--- config.mk ---
export PLATFORM = sky130hd
export DESIGN_NAME = dm_access_seq
export DESIGN_NICKNAME = d
export VERILOG_FILES = /design/src/rtl/dm_pkg.sv /design/src/rtl/dm_lane_merge.sv /design/src/rtl/dm_access_seq.sv
export SDC_FILE = /design/constraint.sdc
export NUM_CORES = 1
export LEC_CHECK = 0
export CAP_MARGIN = 20
export CELL_PAD_IN_SITES_DETAIL_PLACEMENT = 1
export CELL_PAD_IN_SITES_GLOBAL_PLACEMENT = 1
export CORE_MARGIN = 10
export CORE_UTILIZATION = 33
export CTS_CLUSTER_DIAMETER = 40
export DETAILED_ROUTE_END_ITERATION = 10
export PLACE_DENSITY_LB_ADDON = 0.2
export RECOVER_POWER = 50
export SYNTH_ARGS = -nofsm -noshare
export SYNTH_HDL_FRONTEND = slang
export SYNTH_SLANG_ARGS = --single-unit
--- constraint.sdc ---
create_clock -name clk -period 3.8 [get_ports clk]
set_input_delay 0.76 -clock clk [delete_from_list [all_inputs] [get_ports clk]]
set_output_delay 0.76 -clock clk [all_outputs]
set_load 0.05 [all_outputs]
--- src/rtl/dm_pkg.sv ---
// Shared encodings, FSM states and legality rules for the data-memory
// access sequencer.
package dm_pkg;

    localparam logic [2:0] DM_W  = 3'd0;
    localparam logic [2:0] DM_HS = 3'd1;
    localparam logic [2:0] DM_BS = 3'd2;
    localparam logic [2:0] DM_HU = 3'd3;
    localparam logic [2:0] DM_BU = 3'd4;

    typedef enum logic [2:0] {
        S_IDLE,
        S_READ,
        S_WAIT,
        S_WRITE,
        S_RESP
    } dm_state_t;

    // Unsigned sub-word types exist only for loads.
    function automatic logic dm_legal(
        input logic       we,
        input logic [2:0] typ,
        input logic [1:0] lo
    );
        logic ok;
        case (typ)
            DM_W:    ok = (lo == 2'b00);
            DM_HS:   ok = !lo[0];
            DM_BS:   ok = 1'b1;
            DM_HU:   ok = !lo[0] && !we;
            DM_BU:   ok = !we;
            default: ok = 1'b0;
        endcase
        return ok;
    endfunction

endpackage

--- src/rtl/dm_lane_merge.sv ---
// Byte-lane merge for sub-word stores and field extraction for loads,
// both keyed on the low two address bits.
module dm_lane_merge
    import dm_pkg::*;
(
    input  logic [2:0]  req_type,
    input  logic [1:0]  off,
    input  logic [31:0] wdata,
    input  logic [31:0] old_word,
    output logic [31:0] merged_word,
    output logic [31:0] load_ext
);

    logic [7:0]  byte_v;
    logic [15:0] half_v;

    always_comb begin
        byte_v = 8'h00;
        unique case (off)
            2'd0: byte_v = old_word[7:0];
            2'd1: byte_v = old_word[15:8];
            2'd2: byte_v = old_word[23:16];
            2'd3: byte_v = old_word[31:24];
        endcase
        half_v = off[1] ? old_word[31:16] : old_word[15:0];
    end

    always_comb begin
        merged_word = old_word;
        case (req_type)
            DM_W: merged_word = wdata;
            DM_HS, DM_HU: begin
                if (off[1]) merged_word[31:16] = wdata[15:0];
                else        merged_word[15:0]  = wdata[15:0];
            end
            DM_BS, DM_BU: begin
                unique case (off)
                    2'd0: merged_word[7:0]   = wdata[7:0];
                    2'd1: merged_word[15:8]  = wdata[7:0];
                    2'd2: merged_word[23:16] = wdata[7:0];
                    2'd3: merged_word[31:24] = wdata[7:0];
                endcase
            end
            default: merged_word = old_word;
        endcase
    end

    always_comb begin
        load_ext = 32'h0;
        case (req_type)
            DM_W:    load_ext = old_word;
            DM_HS:   load_ext = {{16{half_v[15]}}, half_v};
            DM_BS:   load_ext = {{24{byte_v[7]}}, byte_v};
            DM_HU:   load_ext = {16'h0, half_v};
            DM_BU:   load_ext = {24'h0, byte_v};
            default: load_ext = 32'h0;
        endcase
    end

endmodule

--- src/rtl/dm_access_seq.sv ---
// Sequences MIPS data-memory requests onto a single-port synchronous RAM,
// using read-modify-write for sub-word stores.
module dm_access_seq
    import dm_pkg::*;
#(
    parameter int ADDR_W = 12
) (
    input  logic              clk,
    input  logic              reset,
    input  logic              req_valid,
    output logic              req_ready,
    input  logic              req_we,
    input  logic [31:0]       req_addr,
    input  logic [2:0]        req_type,
    input  logic [31:0]       req_wdata,
    output logic              rsp_valid,
    output logic [31:0]       rsp_rdata,
    output logic              rsp_err,
    output logic              mem_en,
    output logic              mem_we,
    output logic [ADDR_W-1:0] mem_addr,
    output logic [31:0]       mem_wdata,
    input  logic [31:0]       mem_rdata
);

    dm_state_t         state;
    logic              we_q;
    logic [ADDR_W+1:0] addr_q;
    logic [2:0]        type_q;
    logic [31:0]       wdata_q;
    logic [31:0]       old_q;
    logic [31:0]       merged_word;
    logic [31:0]       load_ext;
    logic [31:0]       old_sel;
    logic              unused_addr_hi;

    assign unused_addr_hi = ^req_addr[31:ADDR_W+2];
    assign req_ready      = (state == S_IDLE) && !reset;

    // RAM data is only valid during WAIT; afterwards the captured copy is used.
    assign old_sel = (state == S_WAIT) ? mem_rdata : old_q;

    dm_lane_merge u_merge (
        .req_type    (type_q),
        .off         (addr_q[1:0]),
        .wdata       (wdata_q),
        .old_word    (old_sel),
        .merged_word (merged_word),
        .load_ext    (load_ext)
    );

    always_ff @(posedge clk or posedge reset) begin
        if (reset) begin
            state     <= S_IDLE;
            we_q      <= 1'b0;
            addr_q    <= '0;
            type_q    <= 3'd0;
            wdata_q   <= 32'h0;
            old_q     <= 32'h0;
            rsp_valid <= 1'b0;
            rsp_rdata <= 32'h0;
            rsp_err   <= 1'b0;
            mem_en    <= 1'b0;
            mem_we    <= 1'b0;
            mem_addr  <= '0;
            mem_wdata <= 32'h0;
        end else begin
            rsp_valid <= 1'b0;
            mem_en    <= 1'b0;
            mem_we    <= 1'b0;
            case (state)
                S_IDLE: begin
                    if (req_valid) begin
                        we_q      <= req_we;
                        addr_q    <= req_addr[ADDR_W+1:0];
                        type_q    <= req_type;
                        wdata_q   <= req_wdata;
                        rsp_rdata <= 32'h0;
                        rsp_err   <= 1'b0;
                        mem_addr  <= req_addr[ADDR_W+1:2];
                        if (!dm_legal(req_we, req_type, req_addr[1:0])) begin
                            rsp_err   <= 1'b1;
                            rsp_valid <= 1'b1;
                            state     <= S_RESP;
                        end else if (req_we && req_type == DM_W) begin
                            mem_en    <= 1'b1;
                            mem_we    <= 1'b1;
                            mem_wdata <= req_wdata;
                            state     <= S_WRITE;
                        end else begin
                            mem_en <= 1'b1;
                            state  <= S_READ;
                        end
                    end
                end
                S_READ: state <= S_WAIT;
                S_WAIT: begin
                    old_q <= mem_rdata;
                    if (we_q) begin
                        mem_en    <= 1'b1;
                        mem_we    <= 1'b1;
                        mem_wdata <= merged_word;
                        state     <= S_WRITE;
                    end else begin
                        rsp_rdata <= load_ext;
                        rsp_valid <= 1'b1;
                        state     <= S_RESP;
                    end
                end
                S_WRITE: begin
                    rsp_valid <= 1'b1;
                    state     <= S_RESP;
                end
                S_RESP:  state <= S_IDLE;
                default: state <= S_IDLE;
            endcase
        end
    end

endmodule

==> metrics.txt <==
die height between 150 and 200 um; Max VDD drop 0.000494 V; Area Overhead vs Synth 36.5%; clock skew 8.47 ps; max frequency 0.307 GHz; worst-path cell chain clkbuf_1, nor3_1, and2_2, clkbuf_2, mux2_2; initial antenna violation count 0; GRT Residual Overflow 0; Worst Hold Launch rsp_rdata[24]; DP Cell Count ~1.0k; clock buffer count from CTS 17; worst-skew pair later-pin latency 420 ps; fin cells around 1.1k; ant diodes 0; Crit Path Class reg2reg; CTS tree done; PD cells 978 nW/um2; Worst Setup SP state[1]; CTS sink count 121; Period Utilization, post-route 0.858; Bufs and invs on worst path 2; pre-CTS setup slack 796 ps; multi-input logic area approximately 3300 um2; num rows 51; max_cap viols 0; DR pass1 iterations 5; Setup WS post-layout about 540 ps; Req. time, crit path 4100 ps; GRT Total Usage 0.194; Top delay family on crit path buffers and inverters; port bufs ~170; Die Width 162 um; hpwl dp 19400 um; critical-path maximum fanout 36; GPL Wtd Cong 0.868; die area 26300 um2; count of unique library cells instantiated by Yosys between 60 and 70; Post-synth EDFFs 0; post-cts sizing count 0; total design power 8.90 mW; Worst slew margin 0.0135; Post-Syn Nets between 700 and 800; Syn Inst Count 660; LEAKAGE 3.57 nW; Final Max Tran Viols 0; Post-synth ARST share 1.00; number of global-route vias before repair ~6.7k; # H-tree levels 4; Reg clk slew, reported paths around 60 ps; largest net degree at the start of global routing around 100; Seq. cell area 3030 um2; Final Critical Period 3260 ps; most frequent cell after synthesis dfrtp_1; worst hold path type reg2reg; Critical R2R Launch state[1]; slew at the pin closest to its max-slew limit 1480 ps; Post-CTS Setup Bufs 0; I/O pins 184; hold_buf cts 0; Critical Path Sink Type flop; area share of the largest cell type after synthesis 0.454; DR iter-0 viols 413; area leader, netlist dfrtp_1; Most used DFF post-synth dfrtp_1; first-pass GRT wire length between 40000 and 50000 um; post-layout net count around 900; Starting Density 0.339; Startpoint Class flop; Seq cells post-synth 121; register area share after synthesis 0.454; Max Buffers Root-to-Sink 2; Syn Area/Cell 10.1 um2; final-layout fill cell count 2209; clk root buf clkbuf_16; Antenna Nets Post-Route 0; Crit path arrival time approximately 3600 ps; vias per inst 5.76; Core ar. about 20000 um2; CP max stage cell clkbuf_2; share of cells above drive strength 1 0.155; Largest stage delay, worst path slightly below 800 ps; largest cells by area after synthesis dfrtp_1 45%, mux2_2 11%, o21ai_0 2.9%, nand2_1 2.8%, a21oi_1 2.5%; Synth Warn # 0; RSZ-0062 raised after global routing false; setup TNS 0 ps; routed len/inst around 24 um; Synth top cells by count 121 x dfrtp_1, 65 x mux2_2, 49 x nand2_1; final hold vios 0; Routed WL ~26000 um; number of remaining DRC errors 0; Netlist Area Pre-Place around 6700 um2; endpoints failing setup 0; vias after detailed routing between 6k and 7k; outcome complete, no violations
-- per-layer routing --
metal	GRT usage	part of all wire	up-vias
met4	0.0571	0.017	0
li1	-	-	2809
met3	0.0511	0.059	30
met1	0.243	0.44	3170
met5	0	0	-
met2	0.322	0.49	208
-- through the flow --
step           instance area [um2]  hold slack (ps)   util
2_1_floorplan                 6670              472      -
3_3_place_gp                  8520              463  0.434
3_5_place_dp                  8520              471  0.434
4_1_cts                       9140              484  0.465
5_1_grt                       9100              509  0.463
6_report                      9100              475  0.463
-- path summary, 6_finish.rpt --
kind                                       to  slack, ps  cells after the start
worst min register to register  rsp_rdata[24]        480                      2
worst max register to register    wdata_q[11]        540                      5
worst max-delay path              wdata_q[11]        540                      5
max in group asynchronous        mem_wdata[2]        800                      3
min in group asynchronous           type_q[0]        980                      2
worst min-delay path            rsp_rdata[24]        480                      2
-- cells by family after synthesis --
family,count (synthesis),synth area share
compound gates,221,0.228
simple gates,186,0.156
flops,121,0.454
mux,67,0.115
buf+inv,64,0.0443
xor+xnor,1,0.00244
-- worst reg2reg max path, delay by kind of cell (launching register included) --
family	cells	cell delay [ps]
DFF	1	380
buffers and inverters	2	1220
and+or+nand+nor	2	1090
muxes	1	460
-- layout make-up --
type	count	area share
clock buffer	21	0.0517
sequential	121	0.333
clock inverter	11	0.0158
inverter	7	0.00302
timing repair buffer	180	0.193
tap	265	0.0364
multi-input combinational	475	0.368
-- where the power goes --
group          leakage [nW]  internal, mW  switching [mW]
sequential             1.48          1.84           0.648
combinational          1.79          1.73            2.98
clock                 0.291          1.08           0.614
total                  3.57          4.66            4.25
-- registers in the layout, indices dropped and copies added, names as in the netlist --
signal,cells
mem_wdata,32
rsp_rdata,32
wdata_q,32
mem_addr,12
state,3
type_q,3
addr_q,2
mem_en,1
mem_we,1
rsp_err,1
rsp_valid,1
we_q,1
-- placed cells by master, fill, tap and decap left out, types with 4 or more instances in the layout --
cell             instances
clkdlybuf4s50_1        150
dfrtp_1                121
mux2_2                  65
nand2_1                 49
o21ai_0                 38
nor2_1                  36
a21oi_1                 33
nor2b_1                 21
a22oi_1                 17
o21ai_1                 17
o31ai_1                 17
clkbuf_16               17
a32oi_1                 16
nand4_1                 16
o221ai_1                16
dlygate4sd3_1           15
nor4b_1                 11
buf_4                   11
a21o_1                  10
a31oi_1                 10
a211oi_1                10
a22o_1                   9
nor4bb_1                 9
o22ai_1                  8
nor4_1                   8
nand2b_1                 6
or4_1                    6
o211a_1                  6
inv_1                    5
clkinvlp_4               4
Power figures use the tool's default switching activity.
